<file path="config.mk">
export PLATFORM = sky130hd
export DESIGN_NAME = delay_mem_scheduler
export DESIGN_NICKNAME = d
export VERILOG_FILES = /design/src/rtl/fx_pkg.sv /design/src/rtl/chorus_lfo.sv /design/src/rtl/delay_mem_scheduler.sv
export SDC_FILE = /design/constraint.sdc
export NUM_CORES = 1
export LEC_CHECK = 0
export ABC_AREA = 1
export CELL_PAD_IN_SITES_DETAIL_PLACEMENT = 0
export CELL_PAD_IN_SITES_GLOBAL_PLACEMENT = 2
export CORE_ASPECT_RATIO = 0.7
export CORE_UTILIZATION = 27
export CTS_BUF_LIST = sky130_fd_sc_hd__clkbuf_4
export DETAILED_ROUTE_END_ITERATION = 10
export MAX_ROUTING_LAYER = met4
export PLACE_DENSITY = 0.9
export SETUP_SLACK_MARGIN = 0.02
export SKIP_CTS_REPAIR_TIMING = 1
export SYNTH_ARGS = -nofsm -noshare
export SYNTH_HDL_FRONTEND = slang
export SYNTH_HIERARCHICAL = 1
export SYNTH_SLANG_ARGS = --single-unit
</file>
<file path="constraint.sdc">
create_clock -name clk -period 2.5 [get_ports clk]
set_input_delay 0.5 -clock clk [delete_from_list [all_inputs] [get_ports clk]]
set_output_delay 0.5 -clock clk [all_outputs]
set_load 0.02 [all_outputs]
</file>
<file path="src/rtl/fx_pkg.sv">
// ----------------------------------------------------------------------------
// fx_pkg
// Shared types and constants for the delay-line effects datapath.
//   sched_state_t : slot schedule of the delay-memory scheduler
//   SAMPLE_W      : ADC sample width
//   DATA_W        : delay-memory word width
//   DEF_*         : default buffer size and tap delays
// ----------------------------------------------------------------------------
package fx_pkg;

  localparam int unsigned SAMPLE_W = 12;
  localparam int unsigned DATA_W   = 16;

  localparam int unsigned DEF_ADDR_W       = 12;
  localparam int unsigned DEF_CHORUS_BASE  = 256;
  localparam int unsigned DEF_CHORUS_DEPTH = 128;
  localparam int unsigned DEF_REVERB_DELAY = 2048;

  typedef enum logic [2:0] {
    S_IDLE    = 3'd0,
    S_WRITE   = 3'd1,
    S_CHOR_RD = 3'd2,
    S_REV_RD  = 3'd3,
    S_CAPTURE = 3'd4,
    S_DONE    = 3'd5
  } sched_state_t;

  // Zero-extend an ADC sample to a memory word.
  function automatic logic [DATA_W-1:0] widen_sample(input logic [SAMPLE_W-1:0] s);
    return {{(DATA_W-SAMPLE_W){1'b0}}, s};
  endfunction

endpackage

</file>
<file path="src/rtl/chorus_lfo.sv">
// ----------------------------------------------------------------------------
// chorus_lfo
// Triangle counter sweeping 0 .. DEPTH-1 and back, one step per enabled pulse.
// Holds its value while step_i is low.
//   clk, reset : clock, synchronous active-high reset (value 0, direction up)
//   step_i     : advance the triangle by one position
//   lfo_o      : current offset added to the chorus base delay
// ----------------------------------------------------------------------------
module chorus_lfo
  import fx_pkg::*;
#(
  parameter int unsigned ADDR_W = DEF_ADDR_W,
  parameter int unsigned DEPTH  = DEF_CHORUS_DEPTH
) (
  input  logic              clk,
  input  logic              reset,
  input  logic              step_i,
  output logic [ADDR_W-1:0] lfo_o
);

  localparam logic [ADDR_W-1:0] TOP = ADDR_W'(DEPTH - 1);

  logic [ADDR_W-1:0] lfo_q, lfo_d;
  logic              dir_down_q, dir_down_d;

  // Step with reflection at both ends so each endpoint appears once per sweep.
  always_comb begin
    lfo_d      = lfo_q;
    dir_down_d = dir_down_q;
    if (step_i && (DEPTH > 1)) begin
      if (!dir_down_q) begin
        if (lfo_q == TOP) begin
          dir_down_d = 1'b1;
          lfo_d      = lfo_q - 1'b1;
        end else begin
          lfo_d      = lfo_q + 1'b1;
        end
      end else begin
        if (lfo_q == '0) begin
          dir_down_d = 1'b0;
          lfo_d      = lfo_q + 1'b1;
        end else begin
          lfo_d      = lfo_q - 1'b1;
        end
      end
    end
  end

  always_ff @(posedge clk) begin
    if (reset) begin
      lfo_q      <= '0;
      dir_down_q <= 1'b0;
    end else begin
      lfo_q      <= lfo_d;
      dir_down_q <= dir_down_d;
    end
  end

  assign lfo_o = lfo_q;

endmodule

</file>
<file path="src/rtl/delay_mem_scheduler.sv">
// ----------------------------------------------------------------------------
// delay_mem_scheduler
// Fixed per-sample slot schedule for the shared delay-line memory:
// write the new sample, read the chorus tap, read the reverb tap, capture,
// then present all three samples with a one-cycle valid pulse.
//   clk, reset        : clock, synchronous active-high reset
//   start_sample      : one-cycle pulse opening a sample period
//   sample_in         : ADC word, latched with start_sample
//   chorus_on/reverb_on : effect enables, latched with start_sample
//   mem_addr/mem_we/mem_wdata : memory command (combinational from state)
//   mem_rdata         : synchronous-read data, one cycle after the address
//   main/chorus/reverb_sample : captured output samples
//   samples_valid     : one-cycle pulse when all three outputs are current
//   busy              : schedule in progress (WRITE .. DONE)
//   overrun           : start_sample arrived while busy and was dropped
// ----------------------------------------------------------------------------
module delay_mem_scheduler
  import fx_pkg::*;
#(
  parameter int unsigned ADDR_W       = DEF_ADDR_W,
  parameter int unsigned CHORUS_BASE  = DEF_CHORUS_BASE,
  parameter int unsigned CHORUS_DEPTH = DEF_CHORUS_DEPTH,
  parameter int unsigned REVERB_DELAY = DEF_REVERB_DELAY
) (
  input  logic                clk,
  input  logic                reset,
  input  logic                start_sample,
  input  logic [SAMPLE_W-1:0] sample_in,
  input  logic                chorus_on,
  input  logic                reverb_on,
  output logic [ADDR_W-1:0]   mem_addr,
  output logic                mem_we,
  output logic [DATA_W-1:0]   mem_wdata,
  input  logic [DATA_W-1:0]   mem_rdata,
  output logic [DATA_W-1:0]   main_sample,
  output logic [DATA_W-1:0]   chorus_sample,
  output logic [DATA_W-1:0]   reverb_sample,
  output logic                samples_valid,
  output logic                busy,
  output logic                overrun
);

  localparam logic [ADDR_W-1:0] CHORUS_BASE_A  = ADDR_W'(CHORUS_BASE);
  localparam logic [ADDR_W-1:0] REVERB_DELAY_A = ADDR_W'(REVERB_DELAY);

  sched_state_t        state_q, state_d;
  logic [ADDR_W-1:0]   wr_ptr_q;
  logic [SAMPLE_W-1:0] sample_q;
  logic                chor_en_q;
  logic                rev_en_q;
  logic [ADDR_W-1:0]   addr_hold_q;
  logic [DATA_W-1:0]   main_q, chorus_q, reverb_q;
  logic                valid_q, busy_q, overrun_q;

  logic [ADDR_W-1:0]   lfo;
  logic [ADDR_W-1:0]   chor_addr, rev_addr;
  logic                lfo_step;

  // Tap addresses: natural modulo-2^ADDR_W subtraction handles buffer wrap.
  assign chor_addr = wr_ptr_q - CHORUS_BASE_A - lfo;
  assign rev_addr  = wr_ptr_q - REVERB_DELAY_A;

  // LFO advances once per completed sample, only while chorus is active.
  assign lfo_step = (state_q == S_DONE) && chor_en_q;

  chorus_lfo #(
    .ADDR_W (ADDR_W),
    .DEPTH  (CHORUS_DEPTH)
  ) u_lfo (
    .clk    (clk),
    .reset  (reset),
    .step_i (lfo_step),
    .lfo_o  (lfo)
  );

  // State register.
  always_ff @(posedge clk) begin
    if (reset) begin
      state_q <= S_IDLE;
    end else begin
      state_q <= state_d;
    end
  end

  // Next state: fixed slot order regardless of effect enables.
  always_comb begin
    state_d = state_q;
    unique case (state_q)
      S_IDLE:    if (start_sample) state_d = S_WRITE;
      S_WRITE:   state_d = S_CHOR_RD;
      S_CHOR_RD: state_d = S_REV_RD;
      S_REV_RD:  state_d = S_CAPTURE;
      S_CAPTURE: state_d = S_DONE;
      S_DONE:    state_d = S_IDLE;
      default:   state_d = S_IDLE;
    endcase
  end

  // Memory command decode; the address holds when a slot makes no access.
  always_comb begin
    mem_we    = 1'b0;
    mem_addr  = addr_hold_q;
    mem_wdata = widen_sample(sample_q);
    unique case (state_q)
      S_WRITE: begin
        mem_we   = 1'b1;
        mem_addr = wr_ptr_q;
      end
      S_CHOR_RD: if (chor_en_q) mem_addr = chor_addr;
      S_REV_RD:  if (rev_en_q)  mem_addr = rev_addr;
      default: ;
    endcase
  end

  // Datapath: latches, pointer, capture registers and status pulses.
  always_ff @(posedge clk) begin
    if (reset) begin
      wr_ptr_q    <= '0;
      sample_q    <= '0;
      chor_en_q   <= 1'b0;
      rev_en_q    <= 1'b0;
      addr_hold_q <= '0;
      main_q      <= '0;
      chorus_q    <= '0;
      reverb_q    <= '0;
      valid_q     <= 1'b0;
      busy_q      <= 1'b0;
      overrun_q   <= 1'b0;
    end else begin
      addr_hold_q <= mem_addr;
      valid_q     <= (state_q == S_CAPTURE);
      busy_q      <= (state_d != S_IDLE);
      overrun_q   <= start_sample && (state_q != S_IDLE);
      unique case (state_q)
        S_IDLE: begin
          if (start_sample) begin
            sample_q  <= sample_in;
            chor_en_q <= chorus_on;
            rev_en_q  <= reverb_on;
          end
        end
        S_WRITE:   main_q   <= widen_sample(sample_q);
        S_REV_RD:  chorus_q <= chor_en_q ? mem_rdata : '0;
        S_CAPTURE: reverb_q <= rev_en_q ? mem_rdata : '0;
        S_DONE:    wr_ptr_q <= wr_ptr_q + 1'b1;
        default: ;
      endcase
    end
  end

  assign main_sample   = main_q;
  assign chorus_sample = chorus_q;
  assign reverb_sample = reverb_q;
  assign samples_valid = valid_q;
  assign busy          = busy_q;
  assign overrun       = overrun_q;

endmodule

</file>
==> results_dict.tcl <==
set metrics [dict create \
    drtIter0Drc 341 \
    leakage_nw 3.33 \
    grt_pass1_wl_mm 26.9 \
    grt_use_total_pct 16.4 \
    finalHoldViolations 0 \
    drt_pass1_iterations 4 \
    power_w 0.00352 \
    pin_count 113 \
    numCtsBuffers 9 \
    cap_viol_max_count 0 \
    worst-setup-path-type "register to output pin" \
    synth_seq_area_share_pct 36.4 \
    cts.path.max_buffers 2 \
    coreArea_sq_um 20000 \
    n_antenna_cell 0 \
    fin_area_sq_um 8100 \
    gp_congestion 0.844 \
    fin_cells 1234 \
    period_needed_ns 2.99 \
    synth_cell_types 40 \
    yosysWarningCount 6 \
    critical_path_required_ns 2.00 \
    final_util_pct 40.6 \
    routed_wl_mm 17.4 \
    cts.sinks 101 \
    synth_area_sq_um 5550 \
    powerDensity_nw_per_um2 435 \
    synthTopCellsByCount "193 x nand2_1, 101 x dfxtp_1, 89 x nand3_1" \
    cp-start-kind "register" \
    synthTopCellsByArea "dfxtp_1 36%, nand2_1 13%, nand3_1 8.0%" \
    p_comb_share_pct 25.0 \
    dp_cells 1205 \
    syn_area_per_cell_sq_um 7.07 \
    switching_power_w 0.00115 \
    die_area_sq_um 21100 \
    rsz0062_at_grt "yes" \
    synthFlopType "dfxtp_1" \
    die_h_microns 122 \
    internal_power_w 0.00238 \
    path_clk_slew_ns 0.16 \
    grt_max_degree 71 \
    drc 0 \
    nNetsFinal 1019 \
    via_count 5554 \
    drive_gt1_share_pct 27.4 \
    ir_drop_v 0.000323 \
    slew_headroom_pct 47.0 \
    slew_viol_final 0 \
    synth_top_area_share_pct 36.4 \
    async_reset_ff_share_pct 0 \
    rows 43 \
    syn-instance-count 785 \
    ys_seq_elements 101 \
    wl_per_cell_microns 14.1 \
    switching_share_pct 32.6 \
    portBuffers 104 \
    antenna_found_initial 0 \
    cts_tree "done" \
    nFillCells 2038 \
    die_w_microns 173 \
    yosysTopAreaCell "dfxtp_1" \
    area_growth_pct 45.8 \
    pwr-share-seq_pct 49.4 \
    antenna_left 0 \
    timing.fmax_mhz 334 \
    cts-root-buf "clkbuf_4" \
    start_util_pct 27.8 \
    clkPwrFrac_pct 25.6 \
    worstPathArrival_ns 2.49 \
    grt_pass1_vias 5147 \
    tightest_slew_ns 0.795 \
    violations "setup timing" \
    outcome "finished with violations" \
    crit_fanout 3 \
    min_path_type "register to register" \
    clock_latency_ns 0.45 \
    finalWorstSetupSlack_ns -0.494 \
    htree_levels 3 \
    period_share_pct 120 \
    setup_viol 10 \
    gr-total-overflow 0 \
    whs_ns 0.472 \
    synth_edf_count 0 \
    endpoint_kind "output pin" \
    finClkSkew_ns 0.0134 \
    place_area_sq_um 7310 \
    viasPerCell 4.50 \
    place_hpwl_mm 12.8 \
    yosysMostFrequentCell "nand2_1" \
]
[sequential cells by signal (all words and copies together), names as in the netlist, 3 cells and up]
| register | flops |
|---|---|
| reverb_sample | 16 |
| chorus_sample | 16 |
| main_sample | 12 |
| wr_ptr_q | 12 |
| state_q | 3 |
| u_lfo/lfo_o | 12 |
| sample_q | 12 |
| addr_hold_q | 12 |
[layout by cell type, fill, tap and decap left out, types with 3 or more instances in the layout]
cell type and n:
xor2_1 7, buf_4 85, a21oi_4 3, clkbuf_4 9
nor2_2 7, ha_4 18, nand3_2 18, nor3_1 5
dfxtp_1 85, nand3b_1 5, o21ai_2 3, xnor2_1 4
conb_1 8, nand3_4 5, dfxtp_2 15, o21ai_0 32
a21oi_2 10, nand3_1 78, nor2_1 63, inv_2 21
inv_6 3, nand2_4 8, nor2_4 9, nand4_1 4
o21a_1 3, ha_1 7, a21oi_1 73, nand2_1 171
clkdlybuf4s50_1 90, buf_6 18, inv_1 56, nand2_2 19
[worst paths after layout]
check,from,to,slack [ns],depth (start not counted)
setup / recovery,u_lfo/lfo_o[1]$_SDFFE_PP0P_,mem_addr[5],-0.49,12
hold reg to reg,chorus_sample[6]$_SDFFE_PP0P_,chorus_sample[6]$_SDFFE_PP0P_,0.47,2
hold / removal,chorus_sample[6]$_SDFFE_PP0P_,chorus_sample[6]$_SDFFE_PP0P_,0.47,2
setup reg to reg,u_lfo/lfo_o[1]$_SDFFE_PP0P_,addr_hold_q[7]$_SDFF_PP0_,0.46,15
[logic make-up after synthesis]
| logic type | count (synthesis) | share of synthesized area [%] |
|---|---|---|
| fa+ha+maj | 26 | 6.00 |
| compound gates | 129 | 12.6 |
| other cells | 1 | 0.0675 |
| buf+inv | 118 | 9.60 |
| flops | 101 | 36.4 |
| xor+xnor | 11 | 1.74 |
| simple gates | 399 | 33.6 |
[critical path, stage by stage (launching register included)]
cell	delay [ns]
dfxtp_2	0.36
inv_2	0.04
ha_4	0.21
ha_4	0.16
fa_2	0.37
nand2_2	0.07
inv_2	0.04
nand2_2	0.05
nand3_2	0.09
a21oi_1	0.13
o21ai_1	0.08
o211ai_1	0.21
buf_4	0.23
[layer usage]
metal	global-route usage (%)	up-vias	routed length, microns
li1	-	2880	-
met1	24.8	2561	9470
met2	22.3	103	7020
met3	3.37	10	813
met4	2.43	0	71
met5	-	-	0
[stage by stage]
stage	setup slack, ns	TNS [ns]
finish	-0.494	-2.94
CTS	-1.16	-11.16
detailed placement	-0.607	-4.44
global placement	-0.566	-4.29
floorplan	0.0334	0
global route	-0.640	-4.44
[area by class of cell]
type | instances | area [sq um] | share of cell area, %
Sequential cell | 101 | 2040 | 25.3
Clock inverter | 6 | 71.3 | 0.881
Tap cell | 270 | 338 | 4.17
Timing Repair Buffer | 195 | 1760 | 21.7
Multi-Input combinational cell | 573 | 3510 | 43.3
Inverter | 80 | 308 | 3.80
Clock buffer | 9 | 67.6 | 0.835
[power groups by stage]
stage	clock network, W	registers (W)	logic, W
6_report	0.000902	0.00174	0.000879
3_5_place_dp	0	0.00177	0.000801
4_1_cts	0.000944	0.00174	0.000805
2_1_floorplan	0	0.00183	0.000356
3_3_place_gp	0	0.00177	0.000804
5_1_grt	0.00100	0.00175	0.000943
Power figures use the tool's default switching activity.
==> RTL edit 1 (config.mk and constraints unchanged) <==
The package constant `SAMPLE_W` goes from 12 to 6.
--- a/src/rtl/fx_pkg.sv
+++ b/src/rtl/fx_pkg.sv
@@ -10,3 +10,3 @@
 
-  localparam int unsigned SAMPLE_W = 12;
+  localparam int unsigned SAMPLE_W = 6;
   localparam int unsigned DATA_W   = 16;
Interface: changed (resized sample_in); port bits go from 113 to 107. The function was not compared with the original's and may differ.
==> RTL edit 1 against the unedited design <==
The run still ends with negative setup slack left; setup slack improved by 0.045 ns; clock power decreased by 7.0%; sequential cell count decreased by 12; wire length decreased by 8.2%; combinational power decreased by 28%; power decreased by 15%; fmax increased by 1.5%; global-route usage about the same; area after synthesis decreased by 6.7%; core utilization decreased by 1.0 points; first-iteration DRC count increased by 13%; synthesized cell count decreased by 5.2%; design area decreased by 10%; highest routed layer unchanged.
==> RTL edit 1: results (changes against the unedited design) <==
[pwr]
ir_drop_mv = 0.229  ; -29%
p_leak_nw = 3.04  ; -8.7%

[worst_setup_path]
cp_top_family = adder cells
slowest_stage = dfxtp_2
critPathMaxFanout = 3  ; unchanged
critPathMaxStageDelay_ns = 0.37  ; about the same
cp.arrival_ns = 2.45  ; -0.04 ns

[drt]
dr.pass1.iters = 5  ; +1
top_layer = met4
vias = 5147  ; -7.3%
totalWireLength_mm = 16.0  ; -8.2%
met1_length_mm = 8.99  ; -5.1%
drt-initial-drc-count = 385  ; +13%
dr_wl_met2_mm = 6.04  ; -14%
wl_per_cell_um = 14.1  ; about the same
routed-wl-met3_um = 762  ; -6.3%

[placed_design]
place_hpwl_mm = 12.1  ; -5.2%
numPortBuffers = 86  ; -17%
numPlacedInstances = 1106  ; -8.2%
place_congestion = 0.811  ; -3.9%
pre_cts_ws_ns = -0.583  ; +0.0239 ns
placed_cell_area_um2 = 6630  ; -9.3%

[clocking]
cts_made_buffers = 9  ; unchanged
h-tree-depth = 3  ; unchanged
clk_pin_slew_worst_paths_ns = 0.17
worstSkewPairLatency_ns = 0.45  ; about the same
cts.path.max_buffers = 2  ; unchanged
cts_root_buffer = clkbuf_4

[timing]
skew_ns = 0.0131  ; -0.000292 ns
finalSetupTns_ns = -3.34  ; -0.399 ns
worst_slack_ns = -0.450  ; +0.0447 ns
setup_viol = 10  ; unchanged
slew_headroom_pct = 59.8  ; +13 points

[synthesis]
synthDistinctLibCells = 40  ; unchanged
async_flop_share_pct = 0  ; unchanged
ys_warn_count = 6  ; unchanged
syn_inst = 744  ; -5.2%
synth_area_leaders = dfxtp_1 34%, nand2_1 13%, nand3_1 7.9%, a21oi_1 7.1%, ha_1 6.0%
ys.flop_type = dfxtp_1
ys_seq_area_share_pct = 34.4  ; -2.0 points
yosys-top-cells-count = 185 x nand2_1, 89 x dfxtp_1, 82 x nand3_1, 74 x inv_1, 73 x a21oi_1

[global_routing]
groute.layer.met2.usage_pct = 19.9  ; -2.4 points
grt_max_degree = 53  ; -25%
grt_use_met1_pct = 26.7  ; +1.9 points
antenna_found_initial = 1  ; +1
track_usage_pct = 16.4  ; -0.018 points
grt_pass1_wl_mm = 24.8  ; -7.7%
grt_pass1_vias = 4565  ; -11%
use_met3_pct = 2.56  ; -0.82 points

[finish]
fin_nets = 944  ; -7.4%
drive_gt1_share_pct = 26.0  ; -1.4 points
num-fill-cells = 1905  ; -6.5%
multi_input_area_um2 = 3300  ; -5.9%

[min_path]
hp-class = in2reg

[outcome]
violations = negative setup slack
status = complete, but fails checks

==> RTL edit 1: cell types whose count changed in the layout (fill, tap and decap cells not counted), sizes merged, moves of 2 or more <==
| cell | change |
|---|---|
| conb | +12 |
| nand3 | -8 |
| o21ai | -7 |
| clkinvlp | +3 |
| clkdlybuf4s50 | -18 |
| nor2 | -3 |
| a21oi | -8 |
| nand2 | -6 |
| nor3 | -3 |
| dfxtp | -12 |
| clkinv | -2 |
| buf | -16 |
==> RTL edit 1: path summary, 6_finish.rpt <==
| path | from | to | slack [ns] | depth (start not counted) |
|---|---|---|---|---|
| max | u_lfo/lfo_o[1]$_SDFFE_PP0P_ | mem_addr[5] | -0.45 | 13 |
| min | reset | addr_hold_q[10]$_SDFF_PP0_ | 0.44 | 2 |
| max reg2reg | u_lfo/lfo_o[1]$_SDFFE_PP0P_ | addr_hold_q[9]$_SDFF_PP0_ | 0.35 | 15 |
| min reg2reg | chorus_sample[6]$_SDFFE_PP0P_ | chorus_sample[6]$_SDFFE_PP0P_ | 0.48 | 2 |
==> RTL edit 1: cells by family after synthesis <==
logic type               Yosys count  share of synthesized area, %
XOR/XNOR                          12                          2.03
buffers and inverters            123                          11.2
flip-flops                        89                          34.4
other                              1                        0.0724
AO/OA/AOI/OAI                    115                          12.0
adder cells (fa/ha/maj)           26                          6.43
AND/OR/NAND/NOR                  378                          33.9
==> RTL edit 1: layout make-up <==
class	instances	area share, %
Tap cell	236	4.06
Antenna cell	1	0.0344
Inverter	78	4.09
Multi-Input combinational cell	551	45.4
Clock inverter	7	0.997
Clock buffer	9	0.928
Timing Repair Buffer	162	19.7
Sequential cell	89	24.8
==> RTL edit 1: power breakdown <==
part,internal (W),switching (W)
sequential,0.00147,0.0000376
clock,0.000233,0.000606
combinational,0.000246,0.000388
==> RTL edit 2 (same flow settings) <==
Made on the original files. Add an input register stage for `sample_in`, cleared by the reset; this delays it by one clock. The other inputs are not delayed to match.
--- a/src/rtl/delay_mem_scheduler.sv
+++ b/src/rtl/delay_mem_scheduler.sv
@@ -44,2 +44,12 @@
   localparam logic [ADDR_W-1:0] REVERB_DELAY_A = ADDR_W'(REVERB_DELAY);
+
+  logic [SAMPLE_W-1:0] sample_r;
+
+  always_ff @(posedge clk) begin
+    if (reset) begin
+      sample_r <= '0;
+    end else begin
+      sample_r <= sample_in;
+    end
+  end
 
@@ -136,3 +146,3 @@
           if (start_sample) begin
-            sample_q  <= sample_in;
+            sample_q  <= sample_r;
             chor_en_q <= chorus_on;
Function: changed (a bounded check fails within 4 cycles, from zero or initial values and one cycle with reset high).
==> RTL edit 2 against the unedited design <==
The run still ends with negative setup slack left; register-to-register slack about the same; synthesized cell count is 4.1% higher; design area up 2.6%; non-clock buffer count decreased by 12; sequential cell count is 12 higher; power is 18% higher; clock power rose by 61%; count of clock-buffer cells in the layout rose by 8; area after synthesis is 4.3% higher; die area is 4.3% higher; wire length up 3.8%; setup slack got worse by 0.019 ns; critical endpoint is now mem_addr[9]; highest routed layer unchanged.
==> RTL edit 2: results (changes against the unedited design) <==
[outcome]
status = complete, but fails checks
violations = negative setup slack

[placed_design]
place_congestion = 0.809  ; -4.1%
place_hpwl_mm = 12.9  ; +0.55%

[global_routing]
grt_pass1_vias = 5246  ; +1.9%
grt_max_degree = 85  ; +20%

[clocking]
clk_pin_slew_worst_paths_ns = 0.14  ; -0.02 ns
h-tree-depth = 4  ; +1
worstSkewPairLatency_ns = 0.53  ; +0.08 ns

[timing]
worst_slack_ns = -0.513  ; -0.0188 ns
hold_ws_ns = 0.443  ; -0.0292 ns
setup_viol = 10  ; unchanged
finalSetupTns_ns = -3.98  ; -1.03 ns
skew_ns = 0.0275  ; +0.0141 ns

[pwr]
p_leak_nw = 3.43  ; +3.0%

[drt]
dr_wl_met2_mm = 7.21  ; +2.6%
vias = 5778  ; +4.0%
drt-initial-drc-count = 371  ; +8.8%
totalWireLength_mm = 18.0  ; +3.8%

[min_path]
hp-start = sample_r[1]$_SDFF_PP0_

[worst_setup_path]
cp.arrival_ns = 2.51  ; +0.02 ns
reg2reg_depth = 11  ; -4
reg2reg_from = wr_ptr_q[1]$_SDFFE_PP0N_
critPathMaxFanout = 4  ; +1
critPathMaxStageDelay_ns = 0.40  ; +0.03 ns

[synthesis]
synthDistinctLibCells = 39  ; -2.5%
ys_seq_area_share_pct = 39.1  ; +2.6 points
synth_compound_area_share_pct = 12.3  ; -0.26 points
yosys-top-cells-count = 188 x nand2_1, 113 x dfxtp_1, 87 x inv_1, 86 x nand3_1, 84 x nor2_1

-- RTL edit 2: cell count changes after synthesis, moves of 2 or more --
cell,unedited run,this run
buf_2,8,1
nor2_1,71,84
nor3_4,2,0
clkbuf_1,13,21
a21oi_1,79,82
dfxtp_1,101,113
a22oi_1,0,2
nand3_4,3,1
nand2_1,193,188
inv_1,74,87
nand3_1,89,86
-- RTL edit 2: routing by layer --
metal  track usage (%)  up-vias
met1              27.0     2667
met2              22.1      119
met3              2.87       10
met5                 -        -
met4              3.65        0
li1                  -     2982
-- RTL edit 2: worst max-delay path by stage --
stage | cells past startpoint | startpoint | to | slack, ns
floorplan | 13 | u_lfo/lfo_o[1]$_SDFFE_PP0P_ | mem_addr[9] | 0.05
global placement | 14 | u_lfo/lfo_o[1]$_SDFFE_PP0P_ | mem_addr[7] | -0.60
detailed placement | 14 | u_lfo/lfo_o[1]$_SDFFE_PP0P_ | mem_addr[9] | -0.61
CTS | 14 | u_lfo/lfo_o[1]$_SDFFE_PP0P_ | mem_addr[7] | -1.25
global route | 14 | u_lfo/lfo_o[1]$_SDFFE_PP0P_ | mem_addr[9] | -0.69
finish | 13 | wr_ptr_q[1]$_SDFFE_PP0N_ | mem_addr[9] | -0.51
-- RTL edit 2: power breakdown --
group          switching (W)  internal [W]  leakage, nW
sequential         0.0000443       0.00188        0.926
clock               0.000906      0.000544        0.150
combinational       0.000455      0.000318         2.36
total                0.00141       0.00274         3.43
-- RTL edit 2: cell families after synthesis --
group,after synthesis
flops,113
buf+inv,129
xor+xnor,11
compound gates,134
fa+ha+maj,26
other cells,1
simple gates,403
-- RTL edit 2: tightest hold or removal path, stage by stage, from the launching register on --
cell and delay, ns:
dfxtp_1 0.32, nand3_1 0.07, a21oi_1 0.06
-- RTL edit 2: area by class of cell --
type | instances | area [um2]
tap | 276 | 345
sequential | 113 | 2280
clock buffer | 17 | 128
fill | 2158 | 12600
inverter | 91 | 344
antenna | 1 | 2.50
timing repair buffer | 183 | 1660
clock inverter | 15 | 161
multi-input combinational | 582 | 3390
-- RTL edit 2: per-stage QoR --
stage | setup slack, ns | utilization, % | total power [W]
3_5_place_dp | -0.612 | 36.1 | 0.00268
5_1_grt | -0.693 | 39.8 | 0.00437
3_3_place_gp | -0.603 | 36.1 | 0.00268
4_1_cts | -1.25 | 37.5 | 0.00415
2_1_floorplan | 0.0540 | - | 0.00232
6_report | -0.513 | 39.8 | 0.00414
